`src/rtl/truth_table_sweeper.sv`:
```
// truth_table_sweeper: exhaustive input-vector sequencer with MISR response capture.
// Walks every N_IN-bit vector up or down and holds each one for DWELL cycles.
// It samples the circuit under test SETTLE cycles into each dwell and folds
// every sample into a 16-bit signature.
module truth_table_sweeper #(
    parameter int N_IN   = 3,
    parameter int N_OUT  = 5,
    parameter int DWELL  = 100,
    parameter int SETTLE = 2,
    parameter int SIG_W  = 16
) (
    input  logic             clk,
    input  logic             rst_n,
    input  logic             start,
    input  logic             descending,
    input  logic             loop,
    input  logic             abort,
    output logic [N_IN-1:0]  dut_in,
    input  logic [N_OUT-1:0] dut_out,
    output logic             sample_valid,
    output logic [N_IN-1:0]  sample_vec,
    output logic [N_OUT-1:0] sample_data,
    output logic [SIG_W-1:0] signature,
    output logic [7:0]       wrap_cnt,
    output logic             busy,
    output logic             done
);
    localparam int CNT_W = (DWELL > 1) ? $clog2(DWELL) : 1;
    localparam logic [CNT_W-1:0] CNT_SETTLE = CNT_W'(SETTLE);
    localparam logic [CNT_W-1:0] CNT_LAST   = CNT_W'(DWELL - 1);
    localparam logic [N_IN-1:0]  VEC_ONES   = {N_IN{1'b1}};

    typedef enum logic [1:0] {
        S_IDLE,
        S_DRIVE,
        S_DONE
    } state_t;

    state_t           r_state;
    state_t           w_next_state;
    logic [N_IN-1:0]  r_vec;
    logic [CNT_W-1:0] r_cnt;
    logic             r_desc;
    logic             r_loop;
    logic             r_sample_valid;
    logic [N_IN-1:0]  r_sample_vec;
    logic [N_OUT-1:0] r_sample_data;
    logic [SIG_W-1:0] r_sig;
    logic [7:0]       r_wrap;

    logic             w_start_ok;
    logic             w_drive_ok;
    logic             w_sample;
    logic             w_dwell_end;
    logic             w_last_vec;
    logic [SIG_W-1:0] w_resp_ext;
    logic [SIG_W-1:0] w_sig_next;

    // An abort in DRIVE wins over everything, so sampling and stepping are
    // gated on it; start is honoured only from IDLE and only without abort.
    assign w_start_ok  = (r_state == S_IDLE) && start && !abort;
    assign w_drive_ok  = (r_state == S_DRIVE) && !abort;
    assign w_sample    = w_drive_ok && (r_cnt == CNT_SETTLE);
    assign w_dwell_end = w_drive_ok && (r_cnt == CNT_LAST);
    assign w_last_vec  = r_desc ? (r_vec == '0) : (r_vec == VEC_ONES);

    // Zero-extend the response to signature width and compute the MISR step.
    always_comb begin
        w_resp_ext = '0;
        w_resp_ext[N_OUT-1:0] = dut_out;
        w_sig_next = {r_sig[14:0], r_sig[15] ^ r_sig[14] ^ r_sig[12] ^ r_sig[3]} ^ w_resp_ext;
    end

    // State register.
    always_ff @(posedge clk or negedge rst_n) begin
        if (!rst_n) begin
            r_state <= S_IDLE;
        end else begin
            r_state <= w_next_state;
        end
    end

    // Next-state logic: DONE lasts exactly one cycle, looping sweeps never reach it.
    always_comb begin
        w_next_state = r_state;
        case (r_state)
            S_IDLE: begin
                if (w_start_ok) begin
                    w_next_state = S_DRIVE;
                end
            end
            S_DRIVE: begin
                if (abort) begin
                    w_next_state = S_IDLE;
                end else if (w_dwell_end && w_last_vec && !r_loop) begin
                    w_next_state = S_DONE;
                end
            end
            S_DONE: begin
                w_next_state = S_IDLE;
            end
            default: begin
                w_next_state = S_IDLE;
            end
        endcase
    end

    // Sweep datapath: vector stepping, dwell counting, sampling and signature.
    always_ff @(posedge clk or negedge rst_n) begin
        if (!rst_n) begin
            r_vec          <= '0;
            r_cnt          <= '0;
            r_desc         <= 1'b0;
            r_loop         <= 1'b0;
            r_sample_valid <= 1'b0;
            r_sample_vec   <= '0;
            r_sample_data  <= '0;
            r_sig          <= '0;
            r_wrap         <= '0;
        end else begin
            r_sample_valid <= w_sample;
            if (w_start_ok) begin
                r_desc <= descending;
                r_loop <= loop;
                r_vec  <= descending ? VEC_ONES : '0;
                r_cnt  <= '0;
                r_sig  <= '0;
                r_wrap <= '0;
            end else if (w_drive_ok) begin
                if (w_sample) begin
                    r_sample_data <= dut_out;
                    r_sample_vec  <= r_vec;
                    r_sig         <= w_sig_next;
                end
                if (w_dwell_end) begin
                    r_cnt <= '0;
                    if (!w_last_vec) begin
                        r_vec <= r_desc ? (r_vec - N_IN'(1)) : (r_vec + N_IN'(1));
                    end else if (r_loop) begin
                        r_vec <= r_desc ? VEC_ONES : '0;
                        if (r_wrap != 8'hFF) begin
                            r_wrap <= r_wrap + 8'd1;
                        end
                    end
                end else begin
                    r_cnt <= r_cnt + CNT_W'(1);
                end
            end
        end
    end

    assign dut_in       = r_vec;
    assign sample_valid = r_sample_valid;
    assign sample_vec   = r_sample_vec;
    assign sample_data  = r_sample_data;
    assign signature    = r_sig;
    assign wrap_cnt     = r_wrap;
    assign busy         = (r_state == S_DRIVE);
    assign done         = (r_state == S_DONE);

endmodule

```
`config.mk`:
```
export PLATFORM = sky130hd
export DESIGN_NAME = truth_table_sweeper
export DESIGN_NICKNAME = d
export VERILOG_FILES = /design/src/rtl/truth_table_sweeper.sv
export SDC_FILE = /design/constraint.sdc
export NUM_CORES = 1
export LEC_CHECK = 0
export BUFFER_PORTS_ARGS = -buffer_cell sky130_fd_sc_hd__buf_2
export CORE_ASPECT_RATIO = 0.75
export CORE_UTILIZATION = 45
export CTS_CLUSTER_SIZE = 24
export DETAILED_ROUTE_END_ITERATION = 12
export PLACE_DENSITY = 0.68
export SLEW_MARGIN = 15
export SYNTH_ARGS = -nofsm -noshare
export SYNTH_HDL_FRONTEND = slang
export SYNTH_SLANG_ARGS = --single-unit
```
`constraint.sdc`:
```
create_clock -name clk -period 3.7 [get_ports clk]
set_input_delay 0.185 -clock clk [delete_from_list [all_inputs] [get_ports clk]]
set_output_delay 0.185 -clock clk [all_outputs]
set_load 0.02 [all_outputs]
```
; ---- After elaboration in Yosys (flattened, before gate mapping)
; Index checks and enable logic that the tools add are counted.
[classes]
n_bitwise = 5
reduce_logical = 22
add_sub_neg = 4
mux = 25
n_eq_ne = 9
[op_table]
columns = op, count
row1 = $mux W16, 3
row2 = $mux W8, 6
row3 = $mux W3, 8
row4 = $mux W7, 3
row5 = $xor A16 B5 Y16, 1
row6 = $reduce_bool A2 Y1, 6
row7 = $add A8 B1 Y8 const B, 1
row8 = $ne A8 B8 Y1 const B, 1
row9 = $add A7 B1 Y7 const B, 1
row10 = $eq A7 B2 Y1 const B, 1
row11 = $eq A7 B7 Y1 const B, 1
row12 = $logic_and A1 B1 Y1, 7
row13 = $mux W2, 3
row14 = $reduce_and A3 Y1, 2
row15 = $reduce_and A5 Y1, 1
row16 = $pmux W2 S2, 1
row17 = $reduce_and A2 Y1, 2
row18 = $add A3 B1 Y3 const B, 1
row19 = $eq A3 B3 Y1 const B, 1
row20 = $logic_not A3 Y1, 1
row21 = $ne A3 B2 Y1 const B, 1
row22 = $ne A3 B3 Y1 const B, 1
row23 = $sub A3 B1 Y3 const B, 1
row24 = $xor A1 B1 Y1, 3
row25 = 7 further kinds, 8
[word_totals]
out_inout_bits = 38
regBits = 47

; ---- Longest topological paths before layout
[logic_depth]
depth_word = 8
mapped_depth = 7
depth_no_buf = 6

; ---- Least setup slack after synthesis
; Ideal clock, no wire load.
[synth_path]
path_kind = register to register
startpoint = reg r_vec[0], in the netlist dut_in[0]
endpoint = reg r_vec[2], in the netlist dut_in[2]
t_required_ps = 3554
period_less_slack_ps = 2072
path_buffers = 0
stages_incl_launch_ff = 7
setup_slack_ps = 1628
t_arrival_ps = 1927
setup_time_ps = 146
path_cell_list = dfrtp_1 -> inv_1 -> fa_1 -> nand2b_1 -> a21o_1 -> a2111oi_0 -> o31ai_1
[synth_via]
elab_chain_len = 6
elab_cells_between_ends = 12
classes_between = add/sub: 2 / eq/ne: 2 / mux: 6 / reduce/logical: 2
[synth_rtl]
columns = element, line_no
row1 = "start, declared", 41  ; logic [N_IN-1:0] r_vec;
row2 = "start signal, assigned", 125  ; r_vec <= descending ? VEC_ONES : '0;
row3 = "start signal, assigned", 138  ; r_vec <= r_desc ? (r_vec - N_IN'(1)) : (r_vec + N_IN'(1));
row4 = "start signal, assigned", 140  ; r_vec <= r_desc ? VEC_ONES : '0;
row5 = "$add A3 B1 Y3, or another cell as far along", 138
row6 = $mux W3 / $mux W1 (equally long branches), "138, 65"
row7 = $mux W3, 137  ; if (!w_last_vec) begin
row8 = $mux W3, 135  ; if (w_dwell_end) begin
row9 = $mux W3, 129  ; end else if (w_drive_ok) begin
row10 = $mux W3, 122  ; if (w_start_ok) begin
; Parallel ways exist; a longest one is shown, timed or not. The select of a mux whose other input is x is not followed.
; A chain may end at the register's enable or synchronous reset.

; ---- Final worst setup path
[layout_path]
startpoint = reg r_state[0]
endpoint = reg r_wrap[1], in the netlist wrap_cnt[1]
[layout_via]
elab_chain_len = 5
elab_cells_between_ends = 13
classes_between = eq/ne: 1 / mux: 1 / reduce/logical: 11
[layout_rtl]
columns = element, line_no
row1 = "start, declared", 39  ; state_t r_state;
row2 = "start signal, assigned", 79  ; r_state <= w_next_state;
row3 = $eq A2 B1 Y1 / $logic_not A2 Y1 (equally long branches), "62, 61"
row4 = "$logic_and A1 B1 Y1, on equally long branches", "62, 61"
row5 = "$logic_and A1 B1 Y1, on equally long branches", "64, 61"
row6 = $reduce_bool A2 Y1 (no line), n/a
row7 = $reduce_and A5 Y1 (no line), n/a
row8 = "end signal, assigned", 142  ; r_wrap <= r_wrap + 8'd1;
row9 = "end, declared", 49  ; logic [7:0] r_wrap;
; Parallel ways exist; a longest one is shown, timed or not.

==> out/qor.csv <==
stage,metric,value,unit
placement,place_congestion,0.8879,
routing,num_vias,1983,
cells_and_area,utilization,56.35,%
cts,clock_latency,0.31,ns
cells_and_area,layout.nets,313,
sta,worst_pin_slew,0.7358,ns
routing,post-route-drc-count,0,
cells_and_area,syn_to_final_growth,18.73,%
critical_path,worstSetupStartpointType,register,
placement,io_buffer_count,48,
outcome,outcome,completed,
pwr,leakage,1.400,nW
routing,drt-total-wl,5081,um
global_route,antenna_found_initial,0,
global_route,grt_max_degree,48,
sta,hold_viol,0,
routing,drtIter0Drc,121,
critical_path,cp.required,3.89,ns
cts,h-tree-depth,2,
yosys,synth.area.top_cells,"dfrtp_1, nand2_1, nand3_1",
yosys,seq_area_frac_synth,49.74,%
sta,max_freq,466.6,MHz
yosys,yosysWarnings,0,
routing,vias_per_cell,5.345,
sta,setup_slack,1.557,ns
critical_path,critPathArrivalTime,2.34,ns
pwr,p_per_area,476.8,mW/mm^2
global_route,grt_usage,20.33,%
sta,fin_crit,2.143,ns
placement,dpl.hpwl,3487,um
cts,cts_tree,done,
sta,finalSetupTns,0,ns
cts,clock_sinks,47,
yosys,synthDistinctLibCells,50,
sta,rsz0062_at_grt,false,
sta,finalCritPeriodShare,57.93,%
cts,path_clk_slew,0.08,ns
yosys,ys.flop_type,dfrtp_1,
job,drv_cap,0,
pwr,irDropWorstVdd,166.1,uV
floorplanning,die_w,85.71,um
yosys,synth_edf_count,0,
global_route,grt_pass1_vias,1764,
floorplanning,num_rows,22,
cts,cts-root-buf,clkbuf_8,
cts,cts.path.max_buffers,2,
critical_path,crit_fanout,14,
yosys,avgSynthCellArea,9.497,sq um
cts,tritoncts.num_buffers,5,
yosys,synth_seq_cells,47,
floorplanning,die_h,64.78,um
yosys,synth_nets,264,
sta,finClkSkew,0.01021,ns
routing,ant_nets,0,
critical_path,endpoint_kind,register,
sta,final-max-slew-violation-count,0,
routing,wl_per_cell,13.70,um
global_route,overflow,0,
yosys,synth_area,0.002365,sq mm
floorplanning,fp.dieArea,0.005552,sq mm
cts,cts_setup_buffers,0,
floorplanning,num_io_pins,49,
cells_and_area,antenna_cells,0,
yosys,async_flop_share,100.0,%
floorplanning,core,0.004982,sq mm
yosys,synth_top_area_share,49.74,%
cells_and_area,drive_gt1_share,22.74,%
placement,post-place-ws,1.571,ns
critical_path,critical_path_class,reg2reg,
sta,setup_viol,0,
cells_and_area,fillers,453,
floorplanning,start_util,47.46,%
global_route,grt_pass1_wl,8714,um
routing,first_pass_iters,4,
yosys,synthCells,249,
sta,relSlewSlack,50.82,%
min_path,min_path_type,in2reg,
yosys,synth_area_leader_cell,dfrtp_1,
critical path, cell delays in order (launching register included):
cell,delay (ns)
dfrtp_1,0.46
nor3b_4,0.50
nand3_2,0.37
or3_1,0.48
a31o_1,0.22
where the power goes:
part,switching [mW],internal (mW),leakage (nW)
logic,0.190,0.115,0.702
registers,0.0606,0.577,0.637
clock network,0.176,0.219,0.0612
per-layer routing:
metal / global-route usage (%) / vias to the layer above / share of wire (%)
met2: 27.90 / 47 / 42
met5: 0 / - / 0
li1: - / 974 / -
met4: 6.875 / 0 / 1.4
met1: 31.27 / 954 / 53
met3: 4.586 / 8 / 4.2
area by class of cell:
type / instances / area [sq um] / share of cell area [%]
sequential: 47 / 1176 / 41.89
multi-input combinational: 187 / 1120 / 39.88
clock buffer: 6 / 82.58 / 2.941
inverter: 5 / 18.77 / 0.6684
clock inverter: 2 / 35.03 / 1.248
timing repair buffer: 52 / 285.3 / 10.16
tap: 72 / 90.09 / 3.209
metrics by stage:
stage / total power [mW] / hold slack [ns] / std cells / instance area [sq um]
after floorplan: 0.8434 / -0.1106 / 249 / 2365
after CTS: 1.347 / 0.08149 / 369 / 2778
final: 1.339 / 0.09011 / 371 / 2808
after detailed placement: 0.9526 / 0.3999 / 361 / 2660
after global routing: 1.425 / 0.09562 / 371 / 2808
after global placement: 0.9484 / 0.3972 / 361 / 2660
final timing paths:
path | startpoint | endpoint | slack [ns] | cells after the start
worst max-delay path | r_state[0] | wrap_cnt[1] | 1.56 | 4
worst min-delay path | loop | r_loop | 0.09 | 3
worst max register to register | r_state[0] | wrap_cnt[1] | 1.56 | 4
worst min register to register | sample_vec[2] | sample_vec[2] | 0.47 | 2
max in group asynchronous | rst_n | signature[1] | 2.85 | 3
min in group asynchronous | rst_n | wrap_cnt[5] | 0.34 | 2
timing repair:
item                                   4_1_cts  5_1_grt
gates resized for setup                      0        0
hold buffers                                 0        1
endpoints found under the hold margin        0       17
cell families after synthesis:
logic type,share of synthesized area [%]
compound gates,11.69
xor+xnor,2.963
fa+ha+maj,2.434
buf+inv,2.909
flops,49.74
mux,2.540
simple gates,27.72
placed cells by master, fill, tap and decap left out, drive strengths merged, types with 2 or more instances in the layout:
master | netlist | final
or3b | 2 | 2
a41oi | 2 | 2
nand3b | 2 | 2
a2111oi | 2 | 2
o21ai | 17 | 17
mux2i | 6 | 6
dfrtp | 47 | 47
a31oi | 4 | 4
ha | 3 | 3
nor2 | 8 | 8
and3 | 5 | 5
inv | 4 | 4
xnor2 | 7 | 7
clkbuf | 4 | 6
nand4 | 3 | 3
nor4 | 5 | 5
buf | 6 | 51
o31ai | 2 | 2
clkinv | 1 | 2
a21oi | 7 | 7
nand3 | 24 | 24
nor3 | 2 | 2
o311a | 2 | 2
nor4b | 3 | 3
nand2 | 60 | 60
nand2b | 7 | 7
cells in the mapped netlist, drive strengths merged, types with 2 or more instances:
cell type,instances
nand2,60
buf,6
o311a,2
nor2,8
a31oi,4
a21oi,7
nor3,2
nand3b,2
nand3,24
a41oi,2
nor4,5
mux2i,6
nand4,3
or3b,2
nor4b,3
nand2b,7
o21ai,17
inv,4
o31ai,2
clkbuf,4
ha,3
xnor2,7
a2111oi,2
dfrtp,47
and3,5
registers in the layout, indices dropped and copies added, names as in the netlist:
name	count
r_state	2
signature	16
sample_vec	3
sample_data	5
wrap_cnt	8
r_loop	1
r_cnt	7
dut_in	3
sample_valid	1
r_desc	1
No activity file was read; power rests on OpenSTA's default activity.
